--- src/rtl/ps2_mouse_rx.sv ---
// PS/2 mouse receiver: conditions the raw PS/2 lines, decodes 11-bit device-to-host
// frames and assembles 3-byte movement packets into saturated signed deltas.
module ps2_mouse_rx #(
  parameter int FILTER_LEN     = 4,
  parameter int TIMEOUT_CYCLES = 50000
) (
  input  logic              clk,
  input  logic              rst_n,
  input  logic              ps2_clk,
  input  logic              ps2_data,
  output logic              pkt_valid,
  output logic signed [8:0] dx,
  output logic signed [8:0] dy,
  output logic [2:0]        btn,
  output logic              x_ovf,
  output logic              y_ovf,
  output logic              frame_err
);

  localparam int          FW      = $clog2(FILTER_LEN);
  localparam logic [FW-1:0] FLT_MAX = FW'(FILTER_LEN - 1);
  localparam logic [15:0] TO_MAX  = 16'(TIMEOUT_CYCLES - 1);

  localparam logic [0:0] ST_IDLE = 1'b0;
  localparam logic [0:0] ST_BITS = 1'b1;

  logic          clk_p0, clk_p1, dat_p0, dat_p1;
  logic          fclk, fclk_d;
  logic [FW-1:0] flt_cnt;
  logic          fall;
  logic [0:0]    state;
  logic [3:0]    bit_idx;
  logic [1:0]    pkt_idx;
  logic [15:0]   to_cnt;
  logic          to_hit;
  logic [8:0]    sr;
  logic [7:0]    b0, b1;
  logic          frame_ok;
  logic          byte_acc;

  // An overflowed axis pins to the full-scale value in the direction of its sign bit.
  function automatic logic signed [8:0] sat9(input logic ovf, input logic sgn,
                                             input logic [7:0] mag);
    if (!ovf)     return signed'({sgn, mag});
    else if (sgn) return 9'sh100;
    else          return 9'sh0FF;
  endfunction

  // Stage p0/p1: two-flop synchronizers
  always_ff @(posedge clk or negedge rst_n) begin
    if (!rst_n) begin
      clk_p0 <= 1'b1;
      clk_p1 <= 1'b1;
      dat_p0 <= 1'b1;
      dat_p1 <= 1'b1;
    end else begin
      clk_p0 <= ps2_clk;
      clk_p1 <= clk_p0;
      dat_p0 <= ps2_data;
      dat_p1 <= dat_p0;
    end
  end

  // Stage filter: level changes only after FILTER_LEN agreeing samples
  always_ff @(posedge clk or negedge rst_n) begin
    if (!rst_n) begin
      fclk    <= 1'b1;
      fclk_d  <= 1'b1;
      flt_cnt <= '0;
    end else begin
      fclk_d <= fclk;
      if (clk_p1 == fclk) begin
        flt_cnt <= '0;
      end else if (flt_cnt == FLT_MAX) begin
        fclk    <= clk_p1;
        flt_cnt <= '0;
      end else begin
        flt_cnt <= flt_cnt + 1'b1;
      end
    end
  end

  assign fall     = fclk_d & ~fclk;
  assign to_hit   = (to_cnt == TO_MAX);
  assign frame_ok = (^sr) & dat_p1;
  assign byte_acc = fall && (state == ST_BITS) && (bit_idx == 4'd9) && frame_ok;

  // Stage frame: shift register and packet byte storage
  always_ff @(posedge clk) begin
    if (fall && (state == ST_BITS) && (bit_idx != 4'd9)) sr <= {dat_p1, sr[8:1]};
    if (byte_acc && (pkt_idx == 2'd0) && sr[3]) b0 <= sr[7:0];
    if (byte_acc && (pkt_idx == 2'd1)) b1 <= sr[7:0];
  end

  // Stage out: frame FSM, timeout, packet assembly and registered outputs
  always_ff @(posedge clk or negedge rst_n) begin
    if (!rst_n) begin
      state     <= ST_IDLE;
      bit_idx   <= '0;
      pkt_idx   <= '0;
      to_cnt    <= '0;
      pkt_valid <= 1'b0;
      frame_err <= 1'b0;
      dx        <= '0;
      dy        <= '0;
      btn       <= '0;
      x_ovf     <= 1'b0;
      y_ovf     <= 1'b0;
    end else begin
      pkt_valid <= 1'b0;
      frame_err <= 1'b0;
      if (fall)        to_cnt <= '0;
      else if (!to_hit) to_cnt <= to_cnt + 16'd1;

      case (state)
        ST_IDLE: begin
          if (fall) begin
            if (!dat_p1) begin
              state   <= ST_BITS;
              bit_idx <= '0;
            end
          end else if (to_hit && (pkt_idx != 2'd0)) begin
            pkt_idx <= '0;
          end
        end
        default: begin
          if (fall) begin
            if (bit_idx == 4'd9) begin
              state <= ST_IDLE;
              if (frame_ok) begin
                case (pkt_idx)
                  2'd0: if (sr[3]) pkt_idx <= 2'd1;
                  2'd1: pkt_idx <= 2'd2;
                  2'd2: begin
                    pkt_idx   <= 2'd0;
                    pkt_valid <= 1'b1;
                    btn       <= b0[2:0];
                    x_ovf     <= b0[6];
                    y_ovf     <= b0[7];
                    dx        <= sat9(b0[6], b0[4], b1);
                    dy        <= sat9(b0[7], b0[5], sr[7:0]);
                  end
                  default: pkt_idx <= 2'd0;
                endcase
              end else begin
                frame_err <= 1'b1;
                pkt_idx   <= 2'd0;
              end
            end else begin
              bit_idx <= bit_idx + 4'd1;
            end
          end else if (to_hit) begin
            state     <= ST_IDLE;
            frame_err <= 1'b1;
            pkt_idx   <= 2'd0;
          end
        end
      endcase
    end
  end

endmodule

--- config.mk ---
export PLATFORM = sky130hd
export DESIGN_NAME = ps2_mouse_rx
export DESIGN_NICKNAME = d
export VERILOG_FILES = /design/src/rtl/ps2_mouse_rx.sv
export SDC_FILE = /design/constraint.sdc
export NUM_CORES = 1
export LEC_CHECK = 0
export BUFFER_PORTS_ARGS = -buffer_cell sky130_fd_sc_hd__buf_4
export CORE_MARGIN = 2
export CORE_UTILIZATION = 24
export DETAILED_ROUTE_END_ITERATION = 10
export PLACE_DENSITY_LB_ADDON = 0.2
export SLEW_MARGIN = 20
export SYNTH_ARGS = -nofsm -noshare
export SYNTH_HDL_FRONTEND = slang
export SYNTH_SLANG_ARGS = --single-unit
export TNS_END_PERCENT = 1
--- constraint.sdc ---
create_clock -name clk -period 2.25 [get_ports clk]
set_input_delay 0.225 -clock clk [delete_from_list [all_inputs] [get_ports clk]]
set_output_delay 0.225 -clock clk [all_outputs]
set_load 0.02 [all_outputs]
==> impl_metrics.toml, run 1 <==
[pwr]
p_leak_nw = 1.73
p_per_area_mw_per_mm2 = 987
ir_drop_uv = 451
power.total_mw = 4.15

[logic_synthesis]
syn_area_per_cell_um2 = 12.7
synthCells = 271
syn-num-nets = 279
ys_ff_latch = 80
yosysUniqueCellTypes = 41
async_flop_share_pct = 70.0
ys_seq_area_share_pct = 62.1
synth_ff_type = "dfrtp_1"
synth.cell_area_mm2 = 0.00343
ys_warn_count = 0
synth_edf_count = 24

[worst_setup_path]
crit_path_start_kind = "flip-flop"
cp_data_required_time_ns = 2.47
r2r-end = "dx[4]"
cp.arrival_ns = 2.32
endpoint_kind = "flip-flop"
path_class = "reg2reg"
r2r_cells = 4
critPathMaxFanout = 15
reg2reg_slack_ns = 0.16
r2r_start = "sr[1]"

[timing]
slew_viol_final = 0
skew_ns = 0.00558
finalHoldViolCount = 0
setup_viol_count_final = 0
worstMarginPinSlew_ns = 0.754
tns_ns = 0
min_period_ns = 2.09
slew_headroom_pct = 49.7
hold_ws_ns = 0.355
rsz0062_at_grt = "false"
max_freq_mhz = 478
fin_crit_sh_pct = 92.9

[route]
vias = 2123
drtPass1Iterations = 4
drc = 0
viasPerCell = 4.29
wire_per_inst_um = 13.4
postRouteAntennaNets = 0
wl_mm = 6.63
drt_iter0_drc = 92

[layout]
layout_commonest_cell = "dfrtp_1"
num-nets-final = 318
seqCellArea_mm2 = 0.00213
multi_input_area_mm2 = 0.00118
fill_cells = 1438
drive_above_1_share_pct = 21.3
fin_area_mm2 = 0.00421
n_antenna_cell = 0
final_cell_mix = "dfrtp_1 (50), buf_4 (34), o21ai_0 (25), edfxtp_1 (24), inv_1 (20)"
fin_util_pct = 30.2
syn_to_final_growth_pct = 22.7

[hold_path]
min_to = "clk_p1"
hold_start = "clk_p0"
worstHoldPathCells = 0
hold_class = "reg2reg"

[clocking]
cts_inserted_buffers = 9
root_buffer = "clkbuf_16"
clk_pin_slew_ns = 0.06
cts_tree = "yes"
htreeDepth = 3
cts_buffer_depth = 2
cts-resized-gates = 0
post-cts-setup-buffers = 0
clk_latency_ns = 0.34
cts.sinks = 80

[grt]
gr-usage-met3_pct = 3.18
grt_pass1_vias = 2149
grt.met1_usage_pct = 12.5
grt_pass1_wl_mm = 11.1
antenna_found_initial = 0
use_met2_pct = 14.7
grt-busiest-layer = "met2"
grt_overflow = 0
grt.total_usage_pct = 9.68
grt_max_degree = 57

[floorplan]
ios = 29
coreArea_mm2 = 0.0139
fp.dieArea_mm2 = 0.0153
start_util_pct = 24.6
placementRows = 43
die_x_um = 124
dieHeight_um = 124

[placement]
hpwlAfterDp_mm = 4.32
placed_area_mm2 = 0.00388
place_congestion = 0.710
port-buffer-count = 28

[status]
status = "finished clean"

[job]
max-cap-violations = 0
## worst max-delay path, cell delays in order (launching register included)
cell	delay, ns
edfxtp_1	0.46
xnor3_1	0.42
nor4b_1	0.32
mux2_4	0.40
mux2_2	0.37
## power by group
part | switching [mW] | internal (mW) | total (mW)
logic | 0.439 | 0.379 | 0.818
registers | 0.173 | 1.74 | 1.92
clock network | 0.576 | 0.843 | 1.42
## logic make-up (layout without fill, tap and decap cells)
kind of cell / count (synthesis) / count (layout) / synth area share (%)
AO/OA/AOI/OAI: 38 / 38 / 6.13
buffers and inverters: 30 / 74 / 3.54
adder cells (fa/ha/maj): 4 / 4 / 1.46
multiplexers: 27 / 27 / 8.90
XOR/XNOR: 17 / 17 / 5.14
AND/OR/NAND/NOR: 75 / 75 / 12.7
flip-flops: 80 / 80 / 62.1
## routing by layer
metal,up-vias,part of all wire [%]
li1,1039,-
met1,1039,49
met2,35,46
met5,-,0
met3,10,4.1
met4,0,1.5
## registers in the layout, summed over array words and instances, names as in the netlist, 2 cells and up
register and count:
sr 9, b0 7, pkt_idx 2, dx 9, dy 9, flt_cnt 2, bit_idx 4, to_cnt 16
btn 3, b1 8
## worst max-delay path by stage
stage          startpoint  endpoint  slack, ns
3_3_place_gp        sr[4]     b0[1]       0.23
2_1_floorplan       sr[3]     b1[0]       0.23
3_5_place_dp        sr[4]     b0[7]       0.18
5_1_grt             sr[7]     b0[0]       0.03
6_report            sr[1]     dx[4]       0.16
4_1_cts             sr[4]     b0[7]       0.15
## per-stage QoR
stage | worst slack [ns] | cells
CTS | 0.147 | 495
global route | 0.0252 | 495
finish | 0.159 | 495
floorplan | 0.233 | 271
detailed placement | 0.179 | 476
global placement | 0.230 | 476
## layout make-up
cell class	count	area share [%]
inverters	20	1.78
multi-input cells	161	28.0
clock inverters	4	0.624
clock buffers	12	6.36
repair buffers	38	7.26
well taps	180	5.35
flip-flops and latches	80	50.6
## synthesized netlist by cell type, types with 2 or more instances
library cell	number	area, um2
a21oi_1	7	35.0
and2_1	3	18.8
and4_1	3	26.3
and4b_1	2	20.0
buf_1	3	11.3
clkbuf_1	5	18.8
dfrtp_1	50	1250
dfstp_2	6	158
edfxtp_1	24	721
ha_1	4	50.1
inv_1	20	75.1
mux2_2	4	45.0
mux2_4	6	90.1
mux2i_1	17	170
nand2_1	6	22.5
nand2b_1	2	12.5
nand3_1	12	60.1
nand3b_1	2	15.0
nand4_1	7	43.8
nor2_1	16	60.1
nor2b_1	2	12.5
nor3_1	3	15.0
nor3b_1	2	15.0
nor4b_1	2	17.5
nor4bb_1	3	30.0
o21a_1	2	15.0
o21ai_0	25	125
or3_1	6	37.5
xnor2_1	5	43.8
xnor3_1	2	45.0
xor2_1	10	87.6
## what timing repair did
item | CTS | global route
hold buffers | 3 | 0
hold endpoints to repair | 20 | 0
endpoints found under the setup margin | 0 | 0
Power figures use the tool's default switching activity.
==> inputs of run 2 (changes only) <==
--- a/config.mk
+++ b/config.mk
@@ -8,6 +8,7 @@
 export BUFFER_PORTS_ARGS = -buffer_cell sky130_fd_sc_hd__buf_4
 export CORE_MARGIN = 2
 export CORE_UTILIZATION = 24
+export CTS_BUF_LIST = sky130_fd_sc_hd__clkbuf_2 sky130_fd_sc_hd__clkbuf_4 sky130_fd_sc_hd__clkbuf_8
 export DETAILED_ROUTE_END_ITERATION = 10
 export PLACE_DENSITY_LB_ADDON = 0.2
 export SLEW_MARGIN = 20
==> run 2 against run 1 <==
  * Final area shrank 2.2%
  * Clock-buffer cell count shrank 1
  * Register-to-register slack is essentially flat
  * Sequential share of layout area grew 1.1 points
  * Critical path depth is the same
  * Utilization shrank 0.66 points
  * Via count shrank 0.33%
  * Total power shrank 8.2%
  * First-iteration DRC count grew 18%
  * Critical path type unchanged
  * Largest cell class unchanged
  * Highest routed layer unchanged
==> impl_metrics.toml, run 2 (synthesis gave the netlist of run 1 again) <==
[layout]
seqCellArea_mm2 = 0.00213
layout_commonest_cell = "dfrtp_1"
fin_area_mm2 = 0.00412
multi_input_area_mm2 = 0.00118
syn_to_final_growth_pct = 20.0
drive_above_1_share_pct = 21.6
fill_cells = 1446
n_antenna_cell = 0
num-nets-final = 318
largest_register_ffs = 16
final_cell_mix = "dfrtp_1 (50), buf_4 (34), o21ai_0 (25), edfxtp_1 (24), inv_1 (20)"
regMostFlops = "to_cnt"

[worst_setup_path]
critPathMaxFanout = 7
r2r-end = "b0[0]"
path_class = "reg2reg"
crit_path_start_kind = "flip-flop"
cp_data_required_time_ns = 2.27
cp.arrival_ns = 2.10
r2r_cells = 4
reg2reg_slack_ns = 0.17
endpoint_kind = "flip-flop"
r2r_start = "sr[4]"
cp-startpoint = "sr[4]"

[grt]
grt.total_usage_pct = 9.55
grt_pass1_wl_mm = 11.1
grt_max_degree = 57
grt_pass1_vias = 2138
antenna_found_initial = 0
grt_overflow = 0

[floorplan]
coreArea_mm2 = 0.0139
fp.dieArea_mm2 = 0.0153
dieHeight_um = 124
placementRows = 43
die_x_um = 124
ios = 29
start_util_pct = 24.6

[clocking]
htreeDepth = 3
cts_buffer_depth = 2
cts_inserted_buffers = 9
cts.sinks = 80
root_buffer = "clkbuf_8"
clk_latency_ns = 0.35
cts_tree = "yes"
clk_pin_slew_ns = 0.08

[route]
wire_per_inst_um = 13.4
drc = 0
viasPerCell = 4.27
postRouteAntennaNets = 0
wl_mm = 6.63
vias = 2116
drtPass1Iterations = 4
drt_iter0_drc = 109

[timing]
slew_viol_final = 0
setup_viol_count_final = 0
worstMarginPinSlew_ns = 0.759
skew_ns = 0.00855
tns_ns = 0
rsz0062_at_grt = "false"
max_freq_mhz = 480
min_period_ns = 2.08
slew_headroom_pct = 49.4
fin_crit_sh_pct = 92.5
finalHoldViolCount = 0

[pwr]
p_leak_nw = 1.69
ir_drop_uv = 345
p_per_area_mw_per_mm2 = 926

[placement]
port-buffer-count = 28
hpwlAfterDp_mm = 4.32
place_congestion = 0.710
placed_area_mm2 = 0.00388

[hold_path]
hold_class = "reg2reg"
hold_start = "clk_p0"
worstHoldPathCells = 0
min_to = "clk_p1"

[job]
max-cap-violations = 0

[status]
status = "finished clean"
==> run 2: cell types whose count changed in the layout (fill, tap and decap cells not counted), sizes merged <==
| cell | change |
|---|---|
| clkbuf | -1 |
| bufinv | +1 |
==> run 2: critical path, stage by stage, from the launching register on <==
cell	delay (ns)
edfxtp_1	0.46
xor2_1	0.16
xnor3_1	0.47
xnor2_1	0.17
and4b_1	0.49
==> run 2: metrics by stage <==
step                total power, mW  cells  hold slack [ns]  utilization [%]  setup slack, ns
floorplan                      2.45    271          -0.0706                -            0.233
global placement               2.75    476            0.335             27.9            0.230
detailed placement             2.76    476            0.335             27.9            0.179
global route                   4.05    495            0.368             29.5           0.0505
CTS                            3.87    495            0.360             29.5            0.155
finish                         3.81    495            0.358             29.5            0.168
==> run 2: area by class of cell <==
cell class,instances,area share (%)
timing repair buffer,38,7.42
inverter,20,1.82
clock inverter,5,1.37
tap,180,5.47
multi-input combinational,161,28.6
sequential,80,51.7
clock buffer,11,3.53
==> run 2: where the power goes <==
group	leakage [nW]	switching, mW	total (mW)	internal [mW]
clock	0.103	0.527	1.08	0.554
combinational	0.624	0.440	0.820	0.379
sequential	0.965	0.173	1.91	1.74
total	1.69	1.14	3.81	2.67
==> run 2: metal layers <==
layer | part of all wire (%) | vias to the layer above | global-route usage, % | wire length (um)
li1 | - | 1035 | - | -
met1 | 49 | 1041 | 12.5 | 3270
met2 | 46 | 35 | 14.7 | 3070
met3 | 3.7 | 5 | 3.18 | 243
met4 | 0.84 | 0 | 3.41 | 56
met5 | 0 | - | 0 | 0
==> run 2: how the worst max path moves through the flow <==
stage | end | slack (ns)
after floorplan | b1[0] | 0.23
after global placement | b0[1] | 0.23
after detailed placement | b0[7] | 0.18
after CTS | b0[7] | 0.15
after global routing | b0[0] | 0.05
final | b0[0] | 0.17
==> run 2: repair_timing <==
action,CTS,global route
hold endpoints to repair,52,0
buffers inserted,0,0
gates resized for setup,0,0
hold buffers,3,0
